**config.mk**
```make
export PLATFORM = sky130hd
export DESIGN_NAME = capture_ctrl
export DESIGN_NICKNAME = d
export VERILOG_FILES = /design/src/rtl/capture_ctrl.sv
export SDC_FILE = /design/constraint.sdc
export NUM_CORES = 1
export LEC_CHECK = 0
export BUFFER_PORTS_ARGS = -buffer_cell sky130_fd_sc_hd__buf_4
export CORE_MARGIN = 2
export CORE_UTILIZATION = 40
export CTS_CLUSTER_SIZE = 12
export DETAILED_ROUTE_END_ITERATION = 16
export GPL_ROUTABILITY_DRIVEN = 1
export SYNTH_ARGS = -nofsm -noshare
export SYNTH_HDL_FRONTEND = slang
export SYNTH_SLANG_ARGS = --single-unit
```
**constraint.sdc**
```tcl
create_clock -name clock -period 4.3 [get_ports clock]
set_input_delay 0.645 -clock clock [delete_from_list [all_inputs] [get_ports clock]]
set_output_delay 0.645 -clock clock [all_outputs]
set_load 0.02 [all_outputs]
```
**src/rtl/capture_ctrl.sv**
```systemverilog
// Acquisition front end for the sample-buffer dual-port RAM (port A).
// Fills a circular pre-trigger window, arms, detects a level/edge trigger,
// captures the post-trigger samples and stops. It reports the trigger
// address and the waveform start address for the port-B display readout.
module capture_ctrl #(
  parameter int unsigned addr_width = 15,
  parameter int unsigned data_width = 12
) (
  input  logic                  clock,
  input  logic                  reset_n,
  input  logic                  arm,
  input  logic                  force_trig,
  input  logic                  trig_rising,
  input  logic [data_width-1:0] trig_level,
  input  logic [addr_width-1:0] pretrig,
  input  logic                  sample_valid,
  input  logic [data_width-1:0] sample,
  output logic [addr_width-1:0] ram_addr,
  output logic                  ram_we,
  output logic [data_width-1:0] ram_din,
  output logic                  busy,
  output logic                  armed,
  output logic                  done,
  output logic [addr_width-1:0] trig_addr,
  output logic [addr_width-1:0] start_addr
);

  typedef enum logic [2:0] {
    IDLE,
    FILL,
    ARMED,
    POST,
    DONE
  } state_t;

  state_t                state;
  state_t                state_next;

  logic [addr_width-1:0] wr_ptr;
  logic [addr_width-1:0] cnt;
  logic [addr_width-1:0] pre_q;
  logic [data_width-1:0] prev;
  logic                  prev_valid;

  logic                  capturing;
  logic                  accept;
  logic                  rise_hit;
  logic                  fall_hit;
  logic                  trig_hit;
  logic [addr_width-1:0] cnt_inc;
  logic [addr_width-1:0] cnt_dec;
  logic [addr_width-1:0] post_load;

  // State register
  always_ff @(posedge clock) begin
    if (!reset_n) begin
      state <= IDLE;
    end else begin
      state <= state_next;
    end
  end

  // Next-state decode, sample acceptance, trigger detection and status flags
  always_comb begin
    state_next = state;
    capturing  = (state == FILL) || (state == ARMED) || (state == POST);
    // A sample arriving in the arm cycle is dropped; the capture restarts clean.
    accept     = sample_valid && !arm && capturing;
    rise_hit   = prev_valid && trig_rising &&
                 (prev < trig_level) && (trig_level <= sample);
    fall_hit   = prev_valid && !trig_rising &&
                 (prev > trig_level) && (trig_level >= sample);
    trig_hit   = (state == ARMED) && accept && (force_trig || rise_hit || fall_hit);
    cnt_inc    = cnt + addr_width'(1);
    cnt_dec    = cnt - addr_width'(1);
    // depth - pre - 1, computed modulo depth
    post_load  = '1 - pre_q;

    if (arm) begin
      state_next = (pretrig == '0) ? ARMED : FILL;
    end else begin
      case (state)
        FILL: begin
          if (accept && (cnt_inc == pre_q)) begin
            state_next = ARMED;
          end
        end
        ARMED: begin
          if (trig_hit) begin
            state_next = (post_load == '0) ? DONE : POST;
          end
        end
        POST: begin
          if (accept && (cnt == addr_width'(1))) begin
            state_next = DONE;
          end
        end
        default: state_next = state;
      endcase
    end

    busy  = capturing;
    armed = (state == ARMED);
    done  = (state == DONE);
  end

  // Write path, pointers, counters and trigger bookkeeping
  always_ff @(posedge clock) begin
    if (!reset_n) begin
      ram_addr   <= '0;
      ram_we     <= 1'b0;
      ram_din    <= '0;
      trig_addr  <= '0;
      start_addr <= '0;
      wr_ptr     <= '0;
      cnt        <= '0;
      pre_q      <= '0;
      prev       <= '0;
      prev_valid <= 1'b0;
    end else begin
      ram_we <= accept;
      if (accept) begin
        ram_addr   <= wr_ptr;
        ram_din    <= sample;
        wr_ptr     <= wr_ptr + addr_width'(1);
        prev       <= sample;
        prev_valid <= 1'b1;
      end

      if (arm) begin
        // pretrig is addr_width bits wide, so it can never exceed depth-1
        // and the clamp to depth-1 is implicit.
        pre_q      <= pretrig;
        wr_ptr     <= '0;
        cnt        <= '0;
        prev_valid <= 1'b0;
      end else if (accept) begin
        case (state)
          FILL:  cnt <= cnt_inc;
          ARMED: begin
            if (trig_hit) begin
              trig_addr  <= wr_ptr;
              start_addr <= wr_ptr - pre_q;
              cnt        <= post_load;
            end
          end
          POST:  cnt <= cnt_dec;
          default: cnt <= cnt;
        endcase
      end
    end
  end

endmodule

```
==> reports/results.md, run 1 <==
| Step | Parameter | Reported |
|---|---|---|
| routing | Drt wl/cell | 16.28 microns |
| logic synthesis | Total nets after synthesis | 925 |
| global route | Largest net degree at the start of global routing | 74 |
| floorplanning | Initial core utilization | 41.17% |
| floorplanning | Total core area | 16000 sq um |
| outcome | Run status | complete, no violations |
| clock network | CTS Hold Bufs | 0 |
| logic synthesis | Share of flip-flops with an asynchronous set or reset after synthesis | 0% |
| placement | Setup slack at placement | 740.5 ps |
| global route | Wire length of the first global-routing pass | 29.20 mm |
| floorplanning | Die Outline Area | 17510 sq um |
| pwr | Leakage power of the design | 3.247 nW |
| sta | FMAX | 309.7 MHz |
| worst setup path | Critical path required time | 4520 ps |
| routing | Initial drt markers | 492 |
| finish | Relative area change from synthesis to final layout | 18.65% |
| worst setup path | Number of cell instances on the worst register-to-register path | 9 |
| sta | Worst slack on hold paths | 456.7 ps |
| logic synthesis | Most instantiated flip-flop cell in the synthesis netlist | dfxtp_1 |
| routing | Remaining routing DRC violations | 0 |
| finish | Share of final-layout standard cells stronger than drive strength 1 | 15.32% |
| routing | Via density per instance | 5.336 |
| placement | Area post-placement | 7495 sq um |
| floorplanning | Die width | 132.3 microns |
| logic synthesis | Summed instance area of the synthesized netlist | 6588 sq um |
| worst setup path | Worst-path cell with the longest stage delay | dfxtp_1 |
| routing | TritonRoute pass-1 iters | 7 |
| clock network | Count of clock tree sinks | 107 |
| pwr | Worst vdd ir | 0.2327 mV |
| logic synthesis | Number of enable-type register cells in the synthesized netlist | 0 |
| logic synthesis | Unique cell type count in the Yosys netlist | 65 |
| min path | Type of the worst min-delay path | flop to flop |
| sta | Min Clock Period, post-route | 3229 ps |
| sta | Measured slew at the worst slew-check pin | 1148 ps |
| sta | Unrepaired setup endpoints after global routing | no |
| clock network | Clock root cell | clkbuf_16 |
| routing | Final WL | 18.40 mm |
| pwr | Clock network fraction of total power | 39.0% |
| pwr | Switching power | 641.1 uW |
| flow run | Max-Cap Viols | 0 |
| clock network | Number of H-tree levels | 3 |
| clock network | Register clock-pin slew on the reported worst setup and hold paths | 70 ps |
| sta | Setup WS post-layout | 1071 ps |
| worst setup path | CP Launch Type | flop |
| pwr | Overall Power | 2.292 mW |
| logic synthesis | Average cell area after synthesis | 7.870 sq um |
| worst setup path | Highest cell delay on the worst timing path | 590 ps |
| pwr | Cell internal power dissipation | 1.651 mW |
| logic synthesis | Number of flip-flops and latches in the synthesized netlist | 107 |
| pwr | Share of total power consumed by net switching | 27.97% |
| global route | Total gr overflow | 0 |
| sta | Max-slew headroom | 23.18% |
| pwr | Reg power frac | 45.4% |
| floorplanning | Overall die height | 132.3 microns |
| sta | Final count of hold timing violations | 0 |
| min path | Instance count along the most critical hold path | 2 |
| worst setup path | CP Capture Type | flop |
| worst setup path | Crit path top cell by count | or4_1 |
| placement | Detailed placer's ending HPWL | 13.31 mm |
| clock network | Clock Tree Buf Depth | 2 |
| sta | Max-slew violations | 0 |
| sta | Tcrit/Tclk final | 75.09% |
| global route | Number of antenna violations at the first check in global routing | 0 |
| finish | Post-layout nets | 997 |
| clock network | Setup fix buffers added after clock tree synthesis | 0 |
| sta | Total negative setup slack | 0 ps |
| logic synthesis | Number of instances in the synthesized netlist | 837 |
| worst setup path | Start-to-end type of the worst setup path | flop to flop |
| sta | Clock tree skew after final layout | 6.191 ps |
| pwr | Combinational share of power | 15.6% |
| worst setup path | Maximum fanout encountered on the critical timing path | 13 |
| finish | Number of filler instances in the final layout | 1663 |
| sta | # setup viols final | 0 |
| global route | Overall fraction of global-route tracks in use | 20.55% |
| floorplanning | Placement row count | 46 |
| clock network | Resized cells post-CTS | 0 |
| global route | Via count of the first global-routing pass | 5477 |
| finish | Ant diodes | 0 |
| worst setup path | Data arrival time of the critical path | 3450 ps |
| routing | Residual antenna-violating net count after detailed routing | 0 |
| logic synthesis | Synth Warn # | 0 |
| worst setup path | Register-to-register path setup slack | 1070 ps |
| placement | Quantity of I/O buffers inserted on ports | 105 |
| clock network | Worst skew pair latency | 360 ps |
| logic synthesis | Sequential area share after synthesis | 32.52% |
| routing | Via count of the routed design | 6030 |
| placement | Global placement routability congestion | 0.9320 |
| pwr | Pwr dens | 293.3 nW/um^2 |
| floorplanning | IO Count | 106 |
| clock network | Clock tree from TritonCTS | built |
| clock network | Inserted Clock Buffers | 9 |
| finish | Post-route cell area | 7816 sq um |
| worst setup path | CP cell instances | ha_1 -> xor2_1 -> o311a_1 -> o2bb2ai_1 -> or4_1 -> or4_1 -> o41ai_2 -> o211a_1 -> nor3_1 |
-- layer usage --
layer / vias up / part of all wire, % / GRT usage, %
met5: - / 0 / 0
met4: 0 / 1.4 / 4.839
met3: 19 / 6.3 / 4.229
met2: 179 / 43 / 30.77
met1: 2758 / 49 / 30.17
li1: 3074 / - / -
-- power groups by stage --
stage / registers [mW] / logic (mW) / clock network (mW)
CTS: 1.04 / 0.359 / 0.915
floorplan: 1.06 / 0.238 / 0
detailed placement: 1.06 / 0.357 / 0
global route: 1.04 / 0.396 / 0.950
finish: 1.04 / 0.358 / 0.893
global placement: 1.06 / 0.356 / 0
-- sequential cells by signal, indices dropped and copies added, names as in the netlist --
name	cells
cnt	15
pre_q	15
ram_addr	15
start_addr	15
trig_addr	15
wr_ptr	15
prev	12
state	3
prev_valid	1
ram_we	1
-- path summary, 6_finish.rpt --
path | from | endpoint
setup / recovery | cnt[0] | state[0]
hold / removal | ram_addr[12] | ram_addr[12]
setup reg to reg | cnt[0] | state[0]
hold reg to reg | ram_addr[12] | ram_addr[12]
-- stage by stage --
step	util [%]	cells
finish	48.85	1130
global route	48.85	1130
CTS	48.85	1130
detailed placement	46.84	1114
global placement	46.84	1114
floorplan	-	837
-- cell usage after synthesis (7+ instances only) --
library cell	number	share of area (%)
clkbuf_1	37	2.1
o211ai_1	7	0.80
mux2i_1	49	7.4
o21ai_0	26	2.0
or3_1	11	1.0
nor2b_1	8	0.76
xnor2_1	22	2.9
dfxtp_1	107	33
ha_1	42	8.0
nor3_1	16	1.2
nor2_1	92	5.2
inv_1	52	3.0
nand2_1	107	6.1
a21oi_1	77	5.8
nand3_1	17	1.3
nand4_1	19	1.8
xor2_1	24	3.2
nor4_1	8	0.76
-- critical path: cells and delay by family, from the launching register on --
| kind | cells | cell delay (ps) |
|---|---|---|
| adders and majority gates | 1 | 450 |
| DFF | 1 | 590 |
| AOI/OAI and AO/OA | 4 | 890 |
| and+or+nand+nor | 3 | 930 |
| xor gates and xnor gates | 1 | 220 |
-- layout make-up --
| cell class | count | area, sq um | share of cell area [%] |
|---|---|---|---|
| clock inverter | 5 | 68.82 | 0.8804 |
| tap | 216 | 270.3 | 3.458 |
| inverter | 52 | 195.2 | 2.497 |
| sequential | 107 | 2142 | 27.41 |
| clock buffer | 11 | 252.7 | 3.234 |
| multi-input combinational | 626 | 4026 | 51.51 |
| timing repair buffer | 113 | 860.8 | 11.01 |
-- cells in the final DEF, fill, tap and decap left out, drive strengths merged, types with 3 or more instances in the layout --
master and count:
nand2 108, nor3 18, nand4 19, o211a 3, clkbuf 11, xnor2 22, a31oi 3, o21a 5
or4 5, a21o 3, inv 54, o22ai 6, and3 4, and2 3, dfxtp 107, nor2b 8
nand3b 3, and4 5, a21oi 77, o211ai 7, a211oi 6, nor2 93, o21ai 27, nand2b 5
or3 11, xor2 24, nand3 17, mux2i 49, o41ai 5, o31ai 7, nor3b 4, nor4 8
ha 42, o32ai 6, buf 113
-- cell families (layout without fill, tap and decap cells) --
family                   count (synthesis)  count (layout)  synth area share, %
multiplexers                            49              49                7.445
XOR/XNOR                                46              46                6.116
flip-flops                             107             107                32.52
buffers and inverters                  104             181                6.458
adder cells (fa/ha/maj)                 43              43                8.281
AO/OA/AOI/OAI                          176             176                16.87
AND/OR/NAND/NOR                        312             312                22.32
Power figures use the tool's default switching activity.
==> inputs of run 2 (changes only) <==
- ABC_AREA: not set -> 1
- clock period: 4.3 -> 3.2 ns (I/O delays scaled with it)
==> run 2 against run 1 <==
Clock skew is 8.2 ps higher. Via count up 2.8%. Sequential power up 51%. Setup slack got worse by 430 ps. Cell count is 6.8% higher. Maximum frequency increased by 26%. Critical path depth increased by 6. Total power grew 84%. Combinational power rose to 3.8 times the previous value. Register-to-register slack got worse by 430 ps. Critical path type unchanged. Largest power group unchanged. Highest routed layer unchanged.
==> reports/results.md, run 2 <==
| Step | Parameter | Reported | Change |
|---|---|---|---|
| worst setup path | CP Capture Type | flop |  |
| placement | Quantity of I/O buffers inserted on ports | 105 | unchanged |
| min path | Type of the worst min-delay path | primary input to flop |  |
| clock network | Worst skew pair latency | 360 ps | about the same |
| worst setup path | Endpoint of the worst setup timing path | state[2] |  |
| placement | Setup slack at placement | 653.7 ps | -86.81 ps |
| finish | Leading cell type in the layout, fill and taps excluded | a21oi_1 |  |
| clock network | Resized cells post-CTS | 0 | unchanged |
| logic synthesis | Total nets after synthesis | 984 | +6.4% |
| routing | Final WL | 18.15 mm | -1.3% |
| logic synthesis | Top post-synthesis cells by area | dfxtp_1 34%, a21oi_1 10%, o21ai_0 8.6%, ha_1 8.3%, nand2_1 7.5% |  |
| finish | Number of filler instances in the final layout | 1583 | -4.8% |
| finish | Register area | 2142 sq um | unchanged |
| clock network | Clock Tree Buf Depth | 2 | unchanged |
| worst setup path | Critical path startpoint | cnt[0] |  |
| clock network | CTS Hold Bufs | 0 | unchanged |
| global route | Largest net degree at the start of global routing | 73 | -1.4% |
| routing | Drt wl/cell | 15.04 microns | -7.6% |
| global route | Wire length of the first global-routing pass | 29.15 mm | -0.16% |
| floorplanning | Die width | 130.1 microns | -1.7% |
| floorplanning | Initial core utilization | 40.49% | -0.68 points |
| clock network | Register clock-pin slew on the reported worst setup and hold paths | 80 ps | about the same |
| sta | Min Clock Period, post-route | 2562 ps | -666.3 ps |
| logic synthesis | Unique cell type count in the Yosys netlist | 40 | -38% |
| sta | Measured slew at the worst slew-check pin | 789.3 ps | -358.8 ps |
| routing | Initial drt markers | 390 | -21% |
| logic synthesis | Most instantiated flip-flop cell in the synthesis netlist | dfxtp_1 |  |
| global route | Number of antenna violations at the first check in global routing | 0 | unchanged |
| logic synthesis | Top-area cell type share of the netlist area | 33.67% | +1.2 points |
| pwr | Reg power frac | 37.2% | -8.2 points |
| routing | Via count of the routed design | 6200 | +2.8% |
| finish | Post-layout nets | 1074 | +7.7% |
| outcome | Run status | complete, no violations |  |
| sta | Total negative setup slack | 0 ps | unchanged |
| sta | Unrepaired setup endpoints after global routing | no |  |
| logic synthesis | Number of enable-type register cells in the synthesized netlist | 0 | unchanged |
| logic synthesis | Library cell with the largest summed area after synthesis | dfxtp_1 |  |
| routing | Residual antenna-violating net count after detailed routing | 0 | unchanged |
| pwr | Share of total power consumed by net switching | 36.68% | +8.7 points |
| sta | Setup WS post-layout | 637.5 ps | -433.7 ps |
| clock network | Clock root cell | clkbuf_16 |  |
| finish | Commonest non-fill, non-tap cells in the layout | 128 x a21oi_1, 127 x nand2_1, 113 x buf_4 |  |
| pwr | Switching power | 1.549 mW | +140% |
| logic synthesis | Summed instance area of the synthesized netlist | 6362 sq um | -3.4% |
| floorplanning | IO Count | 106 | unchanged |
| logic synthesis | Synth Warn # | 0 | unchanged |
| finish | Multi-input gate area in the final layout | 3638 sq um | -9.6% |
| logic synthesis | Average cell area after synthesis | 7.101 sq um | -9.8% |
| clock network | Clock tree from TritonCTS | built |  |
| clock network | Setup fix buffers added after clock tree synthesis | 0 | unchanged |
| logic synthesis | Number of flip-flops and latches in the synthesized netlist | 107 | unchanged |
| global route | Overall fraction of global-route tracks in use | 21.97% | +1.4 points |
| sta | # setup viols final | 0 | unchanged |
| logic synthesis | Most frequent cell after synthesis | a21oi_1 |  |
| routing | TritonRoute pass-1 iters | 6 | -1 |
| clock network | Count of clock tree sinks | 107 | unchanged |
| logic synthesis | Number of instances in the synthesized netlist | 896 | +7.0% |
| placement | Global placement routability congestion | 0.9508 | +2.0% |
| pwr | Combinational share of power | 32.1% | +17 points |
| pwr | Clock network fraction of total power | 30.7% | -8.3 points |
| worst setup path | Critical path required time | 3500 ps | -1020 ps |
| placement | Detailed placer's ending HPWL | 13.90 mm | +4.5% |
| sta | Max-slew headroom | 46.89% | +24 points |
| global route | Via count of the first global-routing pass | 5696 | +4.0% |
| pwr | Pwr dens | 548.2 nW/um^2 | +87% |
| worst setup path | CP Launch Type | flop |  |
| floorplanning | Overall die height | 130.1 microns | -1.7% |
| routing | Via density per instance | 5.137 | -3.7% |
| logic synthesis | Share of flip-flops with an asynchronous set or reset after synthesis | 0% | unchanged |
| clock network | Inserted Clock Buffers | 9 | unchanged |
| sta | Tcrit/Tclk final | 80.08% | +5.0 points |
| worst setup path | Maximum fanout encountered on the critical timing path | 9 | -4 |
| worst setup path | Data arrival time of the critical path | 2860 ps | -590 ps |
| worst setup path | Reg-to-reg critical path startpoint | cnt[0] |  |
| pwr | Worst vdd ir | 0.2898 mV | +25% |
| logic synthesis | Sequential area share after synthesis | 33.67% | +1.2 points |
| clock network | Number of H-tree levels | 3 | unchanged |
| routing | Remaining routing DRC violations | 0 | unchanged |
| flow run | Max-Cap Viols | 0 | unchanged |
| finish | Share of final-layout standard cells stronger than drive strength 1 | 16.75% | +1.4 points |
| floorplanning | Placement row count | 46 | unchanged |
| pwr | Cell internal power dissipation | 2.673 mW | +62% |
| pwr | Leakage power of the design | 3.491 nW | +7.5% |
| floorplanning | Total core area | 15710 sq um | -1.8% |
| floorplanning | Die Outline Area | 16930 sq um | -3.3% |
| global route | Total gr overflow | 0 | unchanged |
| sta | Final count of hold timing violations | 0 | unchanged |
| worst setup path | Start-to-end type of the worst setup path | flop to flop |  |
| finish | Relative area change from synthesis to final layout | 21.06% |  |
| sta | Worst slack on hold paths | 364.8 ps | -91.87 ps |
| worst setup path | Number of cell instances on the worst register-to-register path | 15 | +6 |
| sta | Clock tree skew after final layout | 14.38 ps | +8.190 ps |
| finish | Ant diodes | 0 | unchanged |
| sta | Max-slew violations | 0 | unchanged |
| worst setup path | Register-to-register path setup slack | 640 ps | -430 ps |
| worst setup path | Endpoint of the most critical register-to-register path | state[2] |  |
| sta | FMAX | 390.2 MHz | +26% |
| logic synthesis | Most frequent cells after synthesis | 128 x a21oi_1, 127 x nand2_1, 109 x o21ai_0, 107 x dfxtp_1, 106 x inv_1 |  |
==> run 2: cell types whose count changed after synthesis, moves of 20 or more <==
cell,delta
o21ai_0,+83
mux2i_1,-49
nor2_1,-33
nand3_1,+33
nand2_1,+20
inv_1,+54
a21oi_1,+51
==> run 2: how the worst min path moves through the flow <==
stage | start | to | slack, ps | depth (start not counted)
5_1_grt | sample[3] | prev[3] | 370 | 3
4_1_cts | pretrig[0] | pre_q[0] | 360 | 3
2_1_floorplan | prev_valid | prev_valid | 450 | 2
3_3_place_gp | ram_addr[2] | ram_addr[2] | 460 | 2
6_report | pretrig[0] | pre_q[0] | 360 | 3
3_5_place_dp | ram_addr[2] | ram_addr[2] | 460 | 2
==> run 2: logic make-up after synthesis <==
family | synth area share (%)
adders and majority gates | 8.574
AOI/OAI and AO/OA | 21.93
DFF | 33.67
and+or+nand+nor | 22.67
xor gates and xnor gates | 4.012
buffers and inverters | 9.144
==> run 2: final cells by class <==
type	instances	area share (%)
sequential	107	27.81
inverter	114	5.572
timing repair buffer	114	11.27
multi-input combinational	640	47.24
clock buffer	9	2.924
clock inverter	7	1.673
tap	216	3.509
==> run 2: routing by layer <==
layer	wire length (microns)	global-route usage (%)
met2	8230	35.26
met3	954	3.239
met5	0	0
met1	8727	30.71
met4	237	6.325
==> run 2: metrics by stage <==
stage / total power [mW] / instances / instance area, sq um / util, %
after CTS: 4.257 / 1207 / 7702 / 49.02
after floorplan: 2.482 / 896 / 6362 / -
after global placement: 2.960 / 1191 / 7348 / 46.77
after detailed placement: 2.957 / 1191 / 7348 / 46.77
final: 4.222 / 1207 / 7702 / 49.02
after global routing: 4.490 / 1207 / 7702 / 49.02
==> run 2: power by group through the flow <==
stage	registers (mW)	logic [mW]	clock network [mW]
finish	1.57	1.35	1.30
global route	1.59	1.52	1.38
CTS	1.57	1.36	1.32
detailed placement	1.60	1.36	0
global placement	1.60	1.36	0
floorplan	1.66	0.825	0
==> run 2: critical path, stage by stage, from the launching register on <==
cell and delay (ps):
dfxtp_1 590, inv_2 170, ha_1 390, xnor2_1 150
nand2_1 60, nor2_1 80, nand3_1 80, nor2_1 190
nand3_1 100, nor2_1 100, nand3_1 140, nand2_2 130
nand2_2 70, nor2_4 120, nor2_1 50, nor2_1 100
==> inputs of run 3 (changes only) <==
- clock period: 3.2 -> 2.5 ns (I/O delays scaled with it)
==> run 3 against run 2 <==
Die area did not move. Setup slack got worse by 400 ps. Core utilization rose by 0.19 points. Register-to-register slack got worse by 400 ps. Count of clock-buffer cells in the layout did not move. Global-route usage rose by 0.27 points. Sequential share of layout area fell by 0.076 points. Non-clock buffer count rose by 8. Wire length fell by 0.21%. Via count rose by 0.52%.
==> reports/results.md, run 3 (synthesized netlist as in run 2, its figures left out) <==
| Step | Parameter | Reported | Change |
|---|---|---|---|
| sta | Tcrit/Tclk final | 90.30% | +10 points |
| sta | Max-slew headroom | 58.98% | +12 points |
| routing | Residual antenna-violating net count after detailed routing | 0 | unchanged |
| clock network | Count of clock tree sinks | 107 | unchanged |
| finish | Core Util, Final | 49.21% | +0.19 points |
| sta | Final count of hold timing violations | 0 | unchanged |
| floorplanning | Overall die height | 130.1 microns | unchanged |
| floorplanning | Total core area | 15710 sq um | unchanged |
| worst setup path | Start-to-end type of the worst setup path | flop to flop |  |
| floorplanning | Die width | 130.1 microns | unchanged |
| clock network | Worst skew pair latency | 360 ps | about the same |
| worst setup path | Critical path required time | 2750 ps | -750 ps |
| routing | Via count of the routed design | 6232 | +0.52% |
| sta | Worst slack on hold paths | 256.3 ps | -108.5 ps |
| global route | Met2 track utilization from global routing | 35.54% | +0.28 points |
| placement | Detailed placer's ending HPWL | 13.97 mm | +0.46% |
| sta | Total negative setup slack | 0 ps | unchanged |
| global route | Total gr overflow | 0 | unchanged |
| finish | Commonest non-fill, non-tap cells in the layout | 128 x a21oi_1, 126 x nand2_1, 121 x buf_4 |  |
| sta | Min Clock Period, post-route | 2258 ps | -304.9 ps |
| routing | Via density per instance | 5.129 | -0.15% |
| sta | Setup WS post-layout | 242.4 ps | -395.1 ps |
| placement | Quantity of I/O buffers inserted on ports | 105 | unchanged |
| global route | Grt peak-use layer | met2 |  |
| clock network | Setup fix buffers added after clock tree synthesis | 0 | unchanged |
| routing | Final WL | 18.11 mm | -0.21% |
| pwr | Combinational share of power | 33.2% | +1.1 points |
| floorplanning | Placement row count | 46 | unchanged |
| pwr | Worst vdd ir | 0.4170 mV | +44% |
| sta | # setup viols final | 0 | unchanged |
| routing | TritonRoute pass-1 iters | 5 | -1 |
| placement | Global placement routability congestion | 0.8900 | -6.4% |
| min path | Instance count along the most critical hold path | 3 | unchanged |
| sta | Clock tree skew after final layout | 8.798 ps | -5.582 ps |
| floorplanning | Initial core utilization | 40.49% | unchanged |
| placement | Setup slack at placement | 210.2 ps | -443.5 ps |
| worst setup path | Number of cell instances on the worst register-to-register path | 12 | -3 |
| clock network | Clock tree from TritonCTS | built |  |
| clock network | Number of H-tree levels | 3 | unchanged |
| sta | Measured slew at the worst slew-check pin | 614.6 ps | -174.7 ps |
| floorplanning | IO Count | 106 | unchanged |
| global route | Overall fraction of global-route tracks in use | 22.23% | +0.27 points |
| floorplanning | Die Outline Area | 16930 sq um | unchanged |
| pwr | Pwr dens | 683.8 nW/um^2 | +25% |
| global route | Met3 capacity usage during global routing | 4.059% | +0.82 points |
| clock network | CTS Hold Bufs | 0 | unchanged |
| worst setup path | Data arrival time of the critical path | 2510 ps | -350 ps |
| global route | Wire length of the first global-routing pass | 29.65 mm | +1.7% |
| outcome | Run status | complete, no violations |  |
| clock network | Inserted Clock Buffers | 9 | unchanged |
| finish | Leading cell type in the layout, fill and taps excluded | a21oi_1 |  |
| min path | Type of the worst min-delay path | primary input to flop |  |
| finish | Post-layout nets | 1082 | +0.74% |
| flow run | Max-Cap Viols | 0 | unchanged |
| finish | Relative area change from synthesis to final layout | 21.53% |  |
| pwr | Leakage power of the design | 3.517 nW | +0.75% |
| finish | Ant diodes | 0 | unchanged |
| clock network | Clock Tree Buf Depth | 2 | unchanged |
| sta | FMAX | 443.0 MHz | +14% |
| routing | Remaining routing DRC violations | 0 | unchanged |
| worst setup path | CP Launch Type | flop |  |
| pwr | Share of total power consumed by net switching | 38.47% | +1.8 points |
| pwr | Cell internal power dissipation | 3.253 mW | +22% |
| finish | Share of final-layout standard cells stronger than drive strength 1 | 17.72% | +0.97 points |
| pwr | Clock network fraction of total power | 28.8% | -1.9 points |
| routing | Initial drt markers | 484 | +24% |
| global route | Grt met1 use | 31.05% | +0.34 points |
| pwr | Reg power frac | 38.0% | +0.8 points |
| clock network | Resized cells post-CTS | 0 | unchanged |
| routing | Drt wl/cell | 14.91 microns | -0.87% |
| sta | Max-slew violations | 0 | unchanged |
| pwr | Switching power | 2.034 mW | +31% |
| global route | Largest net degree at the start of global routing | 73 | unchanged |
| pwr | Overall Power | 5.288 mW | +25% |
| clock network | Register clock-pin slew on the reported worst setup and hold paths | 90 ps | about the same |
| worst setup path | CP Capture Type | flop |  |
| worst setup path | Maximum fanout encountered on the critical timing path | 4 | -5 |
| global route | Via count of the first global-routing pass | 5880 | +3.2% |
| global route | Number of antenna violations at the first check in global routing | 1 | +1 |
| clock network | Clock root cell | clkbuf_16 |  |
| sta | Unrepaired setup endpoints after global routing | no |  |
==> run 3: cell types whose count changed in the layout (fill, tap and decap cells not counted) <==
cell	delta
bufinv_16	-2
buf_4	+8
dfxtp_1	-2
dfxtp_2	+2
clkinv_8	-1
nand2_1	-1
inv_6	+1
inv_12	+2
nand2_2	+1
==> run 3: metrics by stage <==
stage               cells  area (sq um)
floorplan             896          6362
global placement     1199          7408
detailed placement   1199          7408
CTS                  1215          7727
global route         1215          7732
finish               1215          7732
==> run 3: area by class of cell <==
class | instances | area (sq um)
multi-input combinational | 640 | 3641
timing repair buffer | 122 | 928.4
clock inverter | 7 | 93.84
clock buffer | 9 | 225.2
fill | 1607 | 7980
sequential | 107 | 2145
inverter | 114 | 429.2
tap | 216 | 270.3
==> run 3: final timing paths <==
check / from / endpoint / slack (ps)
hold reg to reg: ram_addr[0] / ram_addr[0] / 470
setup / recovery: wr_ptr[0] / start_addr[12] / 240
setup reg to reg: wr_ptr[0] / start_addr[12] / 240
hold / removal: pretrig[0] / pre_q[0] / 260
==> run 3: layer usage <==
layer / share of wire [%] / up-vias
met5: 0.072 / -
met4: 1.2 / 2
met3: 5.5 / 21
met2: 45 / 167
met1: 49 / 2811
li1: - / 3231
==> run 3: power by group through the flow <==
stage                     clock, mW  combinational, mW  sequential [mW]
after floorplan                   0               1.06             2.12
final                          1.52               1.76             2.01
after global placement            0               1.74             2.05
after detailed placement          0               1.74             2.04
after CTS                      1.57               1.75             2.01
after global routing           1.63               1.97             2.03
==> run 3: critical path, stage by stage (launching register included) <==
cell and delay (ps):
dfxtp_1 370, inv_1 110, ha_1 240, fa_1 400
nand3b_1 180, nand3_1 110, nand3_1 100, nand2_2 120
a21o_1 160, nand3_1 70, nand2_1 80, xor2_1 150
a21oi_1 70
